## config.mk

```make
export PLATFORM = sky130hd
export DESIGN_NAME = synthesizer_frame_builder_flat
export DESIGN_NICKNAME = d
export VERILOG_FILES = /design/src/rtl/dsp_pkg.sv /design/src/rtl/synthesizer_frame_builder_pkg.sv /design/src/rtl/synthesizer_frame_builder_if.sv /design/src/rtl/synthesizer_frame_buffer.sv /design/src/rtl/synthesizer_frame_builder.sv /design/src/flat_wrapper.sv
export SDC_FILE = /design/constraint.sdc
export NUM_CORES = 1
export LEC_CHECK = 0
export BUFFER_PORTS_ARGS = -buffer_cell sky130_fd_sc_hd__buf_2
export CAP_MARGIN = 20
export CORE_ASPECT_RATIO = 0.9
export CORE_MARGIN = 2
export CORE_UTILIZATION = 45
export DETAILED_ROUTE_END_ITERATION = 7
export PLACE_DENSITY_LB_ADDON = 0.1
export SLEW_MARGIN = 25
export SYNTH_ARGS = -nofsm -noshare
export SYNTH_HDL_FRONTEND = slang
export SYNTH_SLANG_ARGS = --single-unit
```

## constraint.sdc

```tcl
create_clock -name Clk -period 6.75 [get_ports Clk]
set_input_delay 1.0125 -clock Clk [delete_from_list [all_inputs] [get_ports Clk]]
set_output_delay 1.0125 -clock Clk [all_outputs]
set_load 0.02 [all_outputs]
```

## src/rtl/dsp_pkg.sv

```systemverilog
// Shared DSP types: synthesizer frame control word and a popcount helper.
// The control struct is sized for the 16-channel synthesizer.
package dsp_pkg;

    localparam int SYNTH_NUM_CHANNELS = 16;
    localparam int SYNTH_INDEX_WIDTH  = $clog2(SYNTH_NUM_CHANNELS);

    typedef struct packed {
        logic                         valid;
        logic                         last;
        logic [SYNTH_INDEX_WIDTH-1:0] data_index;
        logic                         transmit_active;
        logic [SYNTH_INDEX_WIDTH:0]   active_channel_count;
    } synthesizer_control_t;

    function automatic int unsigned count_ones(input logic [127:0] value);
        int unsigned total;
        total = 0;
        for (int b = 0; b < 128; b++) begin
            total = total + 32'(value[b]);
        end
        return total;
    endfunction

endpackage

```

## src/rtl/synthesizer_frame_builder_pkg.sv

```systemverilog
// Local types and helpers for the synthesizer frame builder.
package synthesizer_frame_builder_pkg;

    typedef enum logic [0:0] {
        S_IDLE = 1'b0,
        S_EMIT = 1'b1
    } frame_state_t;

    localparam int IQ_I = 0;
    localparam int IQ_Q = 1;

    function automatic int timer_width(input int interval);
        return (interval > 1) ? $clog2(interval) : 1;
    endfunction

endpackage

```

## src/rtl/synthesizer_frame_builder_if.sv

```systemverilog
// Sample-input / frame-output bundle of the synthesizer frame builder.
interface synthesizer_frame_builder_if #(
    parameter int NUM_CHANNELS        = 16,
    parameter int CHANNEL_INDEX_WIDTH = $clog2(NUM_CHANNELS),
    parameter int DATA_WIDTH          = 16
);
    import dsp_pkg::*;

    logic [NUM_CHANNELS-1:0]        Channel_enable;
    logic                           Input_valid;
    logic [CHANNEL_INDEX_WIDTH-1:0] Input_index;
    logic signed [DATA_WIDTH-1:0]   Input_data [2];
    synthesizer_control_t           Output_ctrl;
    logic signed [DATA_WIDTH-1:0]   Output_data [2];
    logic                           Error_input_overflow;
    logic                           Error_frame_underflow;

    modport master (
        output Channel_enable, Input_valid, Input_index, Input_data,
        input  Output_ctrl, Output_data, Error_input_overflow, Error_frame_underflow
    );

    modport slave (
        input  Channel_enable, Input_valid, Input_index, Input_data,
        output Output_ctrl, Output_data, Error_input_overflow, Error_frame_underflow
    );

endinterface

```

## src/rtl/synthesizer_frame_buffer.sv

```systemverilog
// Two-bank IQ sample store with per-bank pending bitmaps; i_swap flips the
// write bank and clears the bank that becomes the new write bank.
module synthesizer_frame_buffer #(
    parameter int NUM_CHANNELS        = 16,
    parameter int CHANNEL_INDEX_WIDTH = $clog2(NUM_CHANNELS),
    parameter int DATA_WIDTH          = 16
) (
    input  logic                           i_clk,
    input  logic                           i_rst,
    input  logic                           i_swap,
    input  logic                           i_wr_en,
    input  logic [CHANNEL_INDEX_WIDTH-1:0] i_wr_index,
    input  logic signed [DATA_WIDTH-1:0]   i_wr_i,
    input  logic signed [DATA_WIDTH-1:0]   i_wr_q,
    input  logic                           i_rd_bank,
    input  logic [CHANNEL_INDEX_WIDTH-1:0] i_rd_index,
    output logic                           o_wr_bank,
    output logic [NUM_CHANNELS-1:0]        o_wr_pending,
    output logic signed [DATA_WIDTH-1:0]   o_rd_i,
    output logic signed [DATA_WIDTH-1:0]   o_rd_q
);
    logic                         r_wr_bank;
    logic [NUM_CHANNELS-1:0]      r_pending [2];
    logic signed [DATA_WIDTH-1:0] r_bank_i [2][NUM_CHANNELS];
    logic signed [DATA_WIDTH-1:0] r_bank_q [2][NUM_CHANNELS];

    logic                         w_tgt_bank;
    logic [NUM_CHANNELS-1:0]      w_wr_onehot;
    logic [NUM_CHANNELS-1:0]      w_tgt_pending_next;

    // A write on the swap cycle already targets the bank being freshly cleared.
    assign w_tgt_bank         = i_swap ? ~r_wr_bank : r_wr_bank;
    assign w_wr_onehot        = i_wr_en ? (NUM_CHANNELS'(1) << i_wr_index) : '0;
    assign w_tgt_pending_next = (i_swap ? '0 : r_pending[w_tgt_bank]) | w_wr_onehot;

    always_ff @(posedge i_clk) begin
        if (i_rst) begin
            r_wr_bank    <= 1'b0;
            r_pending[0] <= '0;
            r_pending[1] <= '0;
        end else begin
            if (i_swap) begin
                r_wr_bank <= ~r_wr_bank;
            end
            if (i_swap || i_wr_en) begin
                r_pending[w_tgt_bank] <= w_tgt_pending_next;
            end
        end
    end

    always_ff @(posedge i_clk) begin
        if (i_wr_en) begin
            r_bank_i[w_tgt_bank][i_wr_index] <= i_wr_i;
            r_bank_q[w_tgt_bank][i_wr_index] <= i_wr_q;
        end
    end

    assign o_wr_bank    = r_wr_bank;
    assign o_wr_pending = r_pending[r_wr_bank];
    assign o_rd_i       = r_bank_i[i_rd_bank][i_rd_index];
    assign o_rd_q       = r_bank_q[i_rd_bank][i_rd_index];

endmodule

```

## src/rtl/synthesizer_frame_builder.sv

```systemverilog
// Collects per-channel IQ writes into a double buffer and emits one
// channel-interleaved, zero-filled frame per frame tick.
module synthesizer_frame_builder
    import dsp_pkg::*;
    import synthesizer_frame_builder_pkg::*;
#(
    parameter int NUM_CHANNELS        = 16,
    parameter int CHANNEL_INDEX_WIDTH = $clog2(NUM_CHANNELS),
    parameter int DATA_WIDTH          = 16,
    parameter int FRAME_INTERVAL      = 32
) (
    input  logic                      Clk,
    input  logic                      Rst,
    synthesizer_frame_builder_if.slave bus
);
    localparam int TIMER_W = timer_width(FRAME_INTERVAL);
    localparam int COUNT_W = CHANNEL_INDEX_WIDTH + 1;
    localparam logic [CHANNEL_INDEX_WIDTH-1:0] LAST_BEAT = CHANNEL_INDEX_WIDTH'(NUM_CHANNELS - 1);

    frame_state_t                   r_state;
    logic [TIMER_W-1:0]             r_timer;
    logic [CHANNEL_INDEX_WIDTH-1:0] r_beat;
    logic [NUM_CHANNELS-1:0]        r_valid_mask;
    logic [COUNT_W-1:0]             r_count;
    synthesizer_control_t           r_ctrl;
    logic signed [DATA_WIDTH-1:0]   r_out_i;
    logic signed [DATA_WIDTH-1:0]   r_out_q;
    logic                           r_err_ovf;
    logic                           r_err_udf;

    logic                           w_tick;
    logic                           w_wr_bank;
    logic [NUM_CHANNELS-1:0]        w_wr_pending;
    logic                           w_rd_bank;
    logic [CHANNEL_INDEX_WIDTH-1:0] w_rd_index;
    logic [NUM_CHANNELS-1:0]        w_mask;
    logic signed [DATA_WIDTH-1:0]   w_rd_i;
    logic signed [DATA_WIDTH-1:0]   w_rd_q;
    logic signed [DATA_WIDTH-1:0]   w_beat_i;
    logic signed [DATA_WIDTH-1:0]   w_beat_q;
    logic [COUNT_W-1:0]             w_count;
    logic                           w_start;
    logic                           w_overflow;
    logic                           w_underflow;

    assign w_tick = (r_timer == TIMER_W'(FRAME_INTERVAL - 1));

    synthesizer_frame_buffer #(
        .NUM_CHANNELS       (NUM_CHANNELS),
        .CHANNEL_INDEX_WIDTH(CHANNEL_INDEX_WIDTH),
        .DATA_WIDTH         (DATA_WIDTH)
    ) u_buffer (
        .i_clk       (Clk),
        .i_rst       (Rst),
        .i_swap      (w_tick),
        .i_wr_en     (bus.Input_valid),
        .i_wr_index  (bus.Input_index),
        .i_wr_i      (bus.Input_data[IQ_I]),
        .i_wr_q      (bus.Input_data[IQ_Q]),
        .i_rd_bank   (w_rd_bank),
        .i_rd_index  (w_rd_index),
        .o_wr_bank   (w_wr_bank),
        .o_wr_pending(w_wr_pending),
        .o_rd_i      (w_rd_i),
        .o_rd_q      (w_rd_q)
    );

    // Beat 0 is registered on the tick itself, straight from the bank being retired.
    assign w_rd_bank   = w_tick ? w_wr_bank : ~w_wr_bank;
    assign w_rd_index  = w_tick ? '0 : r_beat;
    assign w_mask      = w_tick ? (w_wr_pending & bus.Channel_enable) : r_valid_mask;
    assign w_beat_i    = w_mask[w_rd_index] ? w_rd_i : '0;
    assign w_beat_q    = w_mask[w_rd_index] ? w_rd_q : '0;
    assign w_count     = COUNT_W'(count_ones(128'(bus.Channel_enable)));
    assign w_start     = w_tick && (bus.Channel_enable != '0);
    assign w_overflow  = bus.Input_valid && !w_tick && w_wr_pending[bus.Input_index];
    assign w_underflow = w_tick && ((bus.Channel_enable & ~w_wr_pending) != '0);

    always_ff @(posedge Clk) begin
        if (Rst) begin
            r_state      <= S_IDLE;
            r_timer      <= '0;
            r_beat       <= '0;
            r_valid_mask <= '0;
            r_count      <= '0;
            r_ctrl       <= '0;
            r_out_i      <= '0;
            r_out_q      <= '0;
            r_err_ovf    <= 1'b0;
            r_err_udf    <= 1'b0;
        end else begin
            r_timer   <= w_tick ? '0 : r_timer + TIMER_W'(1);
            r_err_ovf <= w_overflow;
            r_err_udf <= w_underflow;
            r_ctrl    <= '0;
            r_out_i   <= '0;
            r_out_q   <= '0;
            case (r_state)
                S_IDLE: begin
                    if (w_start) begin
                        r_valid_mask                <= w_mask;
                        r_count                     <= w_count;
                        r_beat                      <= CHANNEL_INDEX_WIDTH'(1);
                        r_ctrl.valid                <= 1'b1;
                        r_ctrl.last                 <= (NUM_CHANNELS == 1);
                        r_ctrl.data_index           <= '0;
                        r_ctrl.transmit_active      <= 1'b1;
                        r_ctrl.active_channel_count <= w_count;
                        r_out_i                     <= w_beat_i;
                        r_out_q                     <= w_beat_q;
                        r_state                     <= (NUM_CHANNELS > 1) ? S_EMIT : S_IDLE;
                    end
                end
                S_EMIT: begin
                    r_ctrl.valid                <= 1'b1;
                    r_ctrl.last                 <= (r_beat == LAST_BEAT);
                    r_ctrl.data_index           <= r_beat;
                    r_ctrl.transmit_active      <= 1'b1;
                    r_ctrl.active_channel_count <= r_count;
                    r_out_i                     <= w_beat_i;
                    r_out_q                     <= w_beat_q;
                    r_beat                      <= r_beat + CHANNEL_INDEX_WIDTH'(1);
                    if (r_beat == LAST_BEAT) begin
                        r_state <= S_IDLE;
                    end
                end
                default: r_state <= S_IDLE;
            endcase
        end
    end

    assign bus.Output_ctrl           = r_ctrl;
    assign bus.Output_data[IQ_I]     = r_out_i;
    assign bus.Output_data[IQ_Q]     = r_out_q;
    assign bus.Error_input_overflow  = r_err_ovf;
    assign bus.Error_frame_underflow = r_err_udf;

endmodule

```

## src/flat_wrapper.sv

```systemverilog
// flat-port wrapper written by rule: the top's interface ports become plain ports
module synthesizer_frame_builder_flat import dsp_pkg::*; import synthesizer_frame_builder_pkg::*;
#(
    parameter int NUM_CHANNELS        = 16,
    parameter int CHANNEL_INDEX_WIDTH = $clog2(NUM_CHANNELS),
    parameter int DATA_WIDTH          = 16,
    parameter int FRAME_INTERVAL      = 32
)
  (Clk, Rst, bus_Channel_enable, bus_Input_valid, bus_Input_index, bus_Input_data, bus_Output_ctrl, bus_Output_data, bus_Error_input_overflow, bus_Error_frame_underflow);
  synthesizer_frame_builder_if #(.NUM_CHANNELS(NUM_CHANNELS), .CHANNEL_INDEX_WIDTH(CHANNEL_INDEX_WIDTH), .DATA_WIDTH(DATA_WIDTH)) bus_i ();
  input  logic Clk;
  input  logic Rst;
  input wire logic [$bits(bus_i.Channel_enable)-1:0] bus_Channel_enable;
  input wire logic [$bits(bus_i.Input_valid)-1:0] bus_Input_valid;
  input wire logic [$bits(bus_i.Input_index)-1:0] bus_Input_index;
  input wire logic [$bits(bus_i.Input_data)-1:0] bus_Input_data;
  output wire logic [$bits(bus_i.Output_ctrl)-1:0] bus_Output_ctrl;
  output wire logic [$bits(bus_i.Output_data)-1:0] bus_Output_data;
  output wire logic [$bits(bus_i.Error_input_overflow)-1:0] bus_Error_input_overflow;
  output wire logic [$bits(bus_i.Error_frame_underflow)-1:0] bus_Error_frame_underflow;
  assign bus_i.Channel_enable = bus_Channel_enable;
  assign bus_i.Input_valid = bus_Input_valid;
  assign bus_i.Input_index = bus_Input_index;
  assign bus_i.Input_data = {>>{bus_Input_data}};
  assign bus_Output_ctrl = bus_i.Output_ctrl;
  assign bus_Output_data = {>>{bus_i.Output_data}};
  assign bus_Error_input_overflow = bus_i.Error_input_overflow;
  assign bus_Error_frame_underflow = bus_i.Error_frame_underflow;
  synthesizer_frame_builder #(.NUM_CHANNELS(NUM_CHANNELS), .CHANNEL_INDEX_WIDTH(CHANNEL_INDEX_WIDTH), .DATA_WIDTH(DATA_WIDTH), .FRAME_INTERVAL(FRAME_INTERVAL)) u_core (.Clk(Clk), .Rst(Rst), .bus(bus_i));
endmodule
```

==> metrics.yaml <==
synthesis:
  synth_flop_cell: "edfxtp_1"
  netlist_area_um2: 46260
  synth_compound_area_share_pct: 9.563
  ys_warn_count: 0
  synth.area.top_cells: "edfxtp_1, mux2i_1, dfxtp_1"
  synthCells: 2868
  synth_edf_count: 1056
  ys_ff_latch: 1133
  yosysTopAreaCell: "edfxtp_1"
  synthTopCellsByCount: "edfxtp_1, mux2i_1, o21ai_0"
  synth_fa_ha_area_share_pct: 0.7032
  syn-num-nets: 2943
  netlist.area_leader.share_pct: 68.55
  synthMuxAreaShare_pct: 12.32
  synth_top_family_by_area: "multiplexers"
  synth_most_common_cell: "edfxtp_1"
  syn_avg_cell_area_um2: 16.13
  synth-xor-area-share_pct: 0.09466
  yosysUniqueCellTypes: 59
  ys_async_sr_fraction_pct: 0
  yosys.area_share.simple_pct: 3.070
  yosysSeqAreaShare_pct: 71.88
setup_path:
  critical-path-top-delay-family: "buffers and inverters"
  crit_chain: "ha_1 > and3_1 > ha_4 > buf_12 > nand2b_4 > buf_4 > o21ai_0 > o2111ai_1 > o311ai_0 > a211oi_1"
  worst-path-buf-inv: 2
  r2r-end: "u_core.r_out_i[1]"
  rr_startpoint: "u_core.r_timer[0]"
  critPathLaunch: "u_core.r_timer[0]"
  required_ps: 7350
  r2r_cells: 10
  crit_cells: 10
  r2r_slack_ps: 2340
  cp_max_fo: 77
  worstPathArrival_ps: 5010
  worst_setup_path_start_kind: "flop"
  worstSetupPathType: "flop to flop"
  worstSetupEndpointType: "flop"
  crit_path_top_delay_cell: "buf_4"
  crit_path_end: "u_core.r_out_i[1]"
  max_stage_delay_ps: 800
sta:
  slew_headroom_pct: 24.68
  drv_slew: 0
  period_minus_slack_ps: 4412
  hold_viol: 0
  tightest_slew_ps: 1127
  setup_viol: 0
  fin_skew_ps: 26.74
  rsz0062_at_grt: "no"
  max_freq_mhz: 226.7
  timing.setup.tns_ps: 0
  min_period_over_period_pct: 65.36
clocking:
  cts-hold-fix-buffers: 0
  post_cts_resized: 0
  clkTransAtPathRegs_ps: 60
  clock_sinks: 1133
  root_buffer: "clkbuf_16"
  cts_max_level: 3
  cts_setup_buffers: 0
  cts_tree: "yes"
  clk_latency_ps: 700
  cts_made_buffers: 117
  cts_buffer_depth: 3
floorplan:
  initial_core_util_pct: 45.38
  pin_count: 101
  core_area_um2: 101900
  rows: 111
  die-area_um2: 105400
  die_h_um: 308.2
  dieWidth_um: 342.0
cells_and_area:
  drive_above_1_share_pct: 18.11
  area.growth.synth_to_final_pct: 13.57
  design_area_um2: 52540
  fillCellCount: 8365
  final_nets: 3026
  instances_no_fill: 4416
routing:
  drt-vias-per-instance: 6.062
  wl_mm: 133.0
  drc: 0
  vias: 26770
  firstDrtPassIters: 7
  ant_nets: 0
  wl_per_cell_um: 30.12
  dr.first_iter.drc_count: 3013
global_routing:
  grt_max_degree: 147
  grt_pass1_wl_mm: 187.7
  grtUsageTotal_pct: 25.02
  first_global_vias: 26250
  grt_antenna_before_repair: 13
  grt-ovfl-total: 0
run:
  maxCapViolCount: 0
placement:
  hpwl_mm: 71.23
  gp_congestion: 0.8004
  dp.cells: 4184
  io_buffers: 100
  place_area_um2: 48490
hold_path:
  min_path_type: "flop to flop"
outcome:
  status: "finished, final reports clean"
power_and_ir_drop:
  p_leak_nw: 16.24
  p_per_area_nw_per_um2: 278.3
  ir_worst_vdd_mv: 0.2149
stage by stage:
stage / hold slack [ps] / power (mW) / setup slack (ps) / util (%)
final: 447.3 / 14.62 / 2338 / 51.54
after global routing: 469.0 / 15.04 / 2151 / 51.53
after CTS: 451.8 / 14.72 / 2444 / 51.42
after detailed placement: 445.3 / 8.203 / 2004 / 47.56
after global placement: 435.5 / 8.190 / 2006 / 47.52
after floorplan: 426.6 / 8.035 / 2294 / -
layout by cell type, fill, tap and decap left out, types with 34 or more instances in the layout:
cell / instances
edfxtp_1: 1056
mux2i_1: 404
o21ai_0: 141
mux2_2: 133
clkbuf_16: 123
nand2_1: 103
buf_2: 100
a21oi_1: 88
dfxtp_1: 74
o22ai_1: 64
buf_4: 63
a211oi_1: 56
nor2b_1: 41
clkbuf_1: 40
o311ai_0: 38
and2_1: 36
a22oi_1: 35
a221oi_1: 35
nor2_4: 34
logic make-up after synthesis:
family | count (synthesis)
muxes | 544
DFF | 1133
and+or+nand+nor | 288
AOI/OAI and AO/OA | 640
adders and majority gates | 20
xor gates and xnor gates | 5
buffers and inverters | 238
sequential cells by signal, indices dropped and copies added (netlist names):
signal	cells
u_core.bus.Error_frame_underflow	1
u_core.bus.Error_input_overflow	1
u_core.bus.Output_ctrl	11
u_core.r_beat	4
u_core.r_count	5
u_core.r_out_i	16
u_core.r_out_q	16
u_core.r_state	1
u_core.r_timer	5
u_core.r_valid_mask	16
u_core.u_buffer.o_wr_bank	1
u_core.u_buffer.r_bank_i	512
u_core.u_buffer.r_bank_q	512
u_core.u_buffer.r_pending	32
layout make-up:
| class | count | area, um^2 | share of cell area, % |
|---|---|---|---|
| flip-flops and latches | 1133 | 33260 | 63.30 |
| multi-input cells | 1497 | 12280 | 23.36 |
| clock buffers | 176 | 3407 | 6.485 |
| well taps | 1356 | 1697 | 3.229 |
| repair buffers | 176 | 1264 | 2.405 |
| clock inverters | 46 | 526.8 | 1.003 |
| inverters | 26 | 97.59 | 0.1857 |
| diodes | 6 | 15.01 | 0.02858 |
layer usage:
layer  track usage (%)  wire, um
met5                 0        14
met4             6.997      3416
met3             4.518      9441
met2             39.17     61250
met1             35.95     58900
worst min-delay path by stage:
stage	from	end	slack [ps]	cells past startpoint
2_1_floorplan	u_core.r_timer[0]	u_core.r_timer[0]	430	1
3_3_place_gp	u_core.r_timer[0]	u_core.r_timer[0]	440	1
3_5_place_dp	u_core.r_valid_mask[14]	u_core.r_valid_mask[14]	450	2
4_1_cts	u_core.r_valid_mask[14]	u_core.r_valid_mask[14]	450	2
5_1_grt	u_core.r_valid_mask[15]	u_core.r_valid_mask[15]	470	2
6_report	u_core.r_valid_mask[14]	u_core.r_valid_mask[14]	450	2
report_power, final:
part | internal [mW] | switching, mW
registers | 7.72 | 0.0129
logic | 0.0951 | 0.223
clock network | 3.90 | 2.67
worst reg2reg max path, delay by kind of cell, from the launching register on:
family	cells	cell delay [ps]
adder cells (fa/ha/maj)	2	730
buffers and inverters	2	1360
AND/OR/NAND/NOR	2	910
flip-flops	1	360
AO/OA/AOI/OAI	4	980
Note: power is estimated with default switching activity, not from simulation.
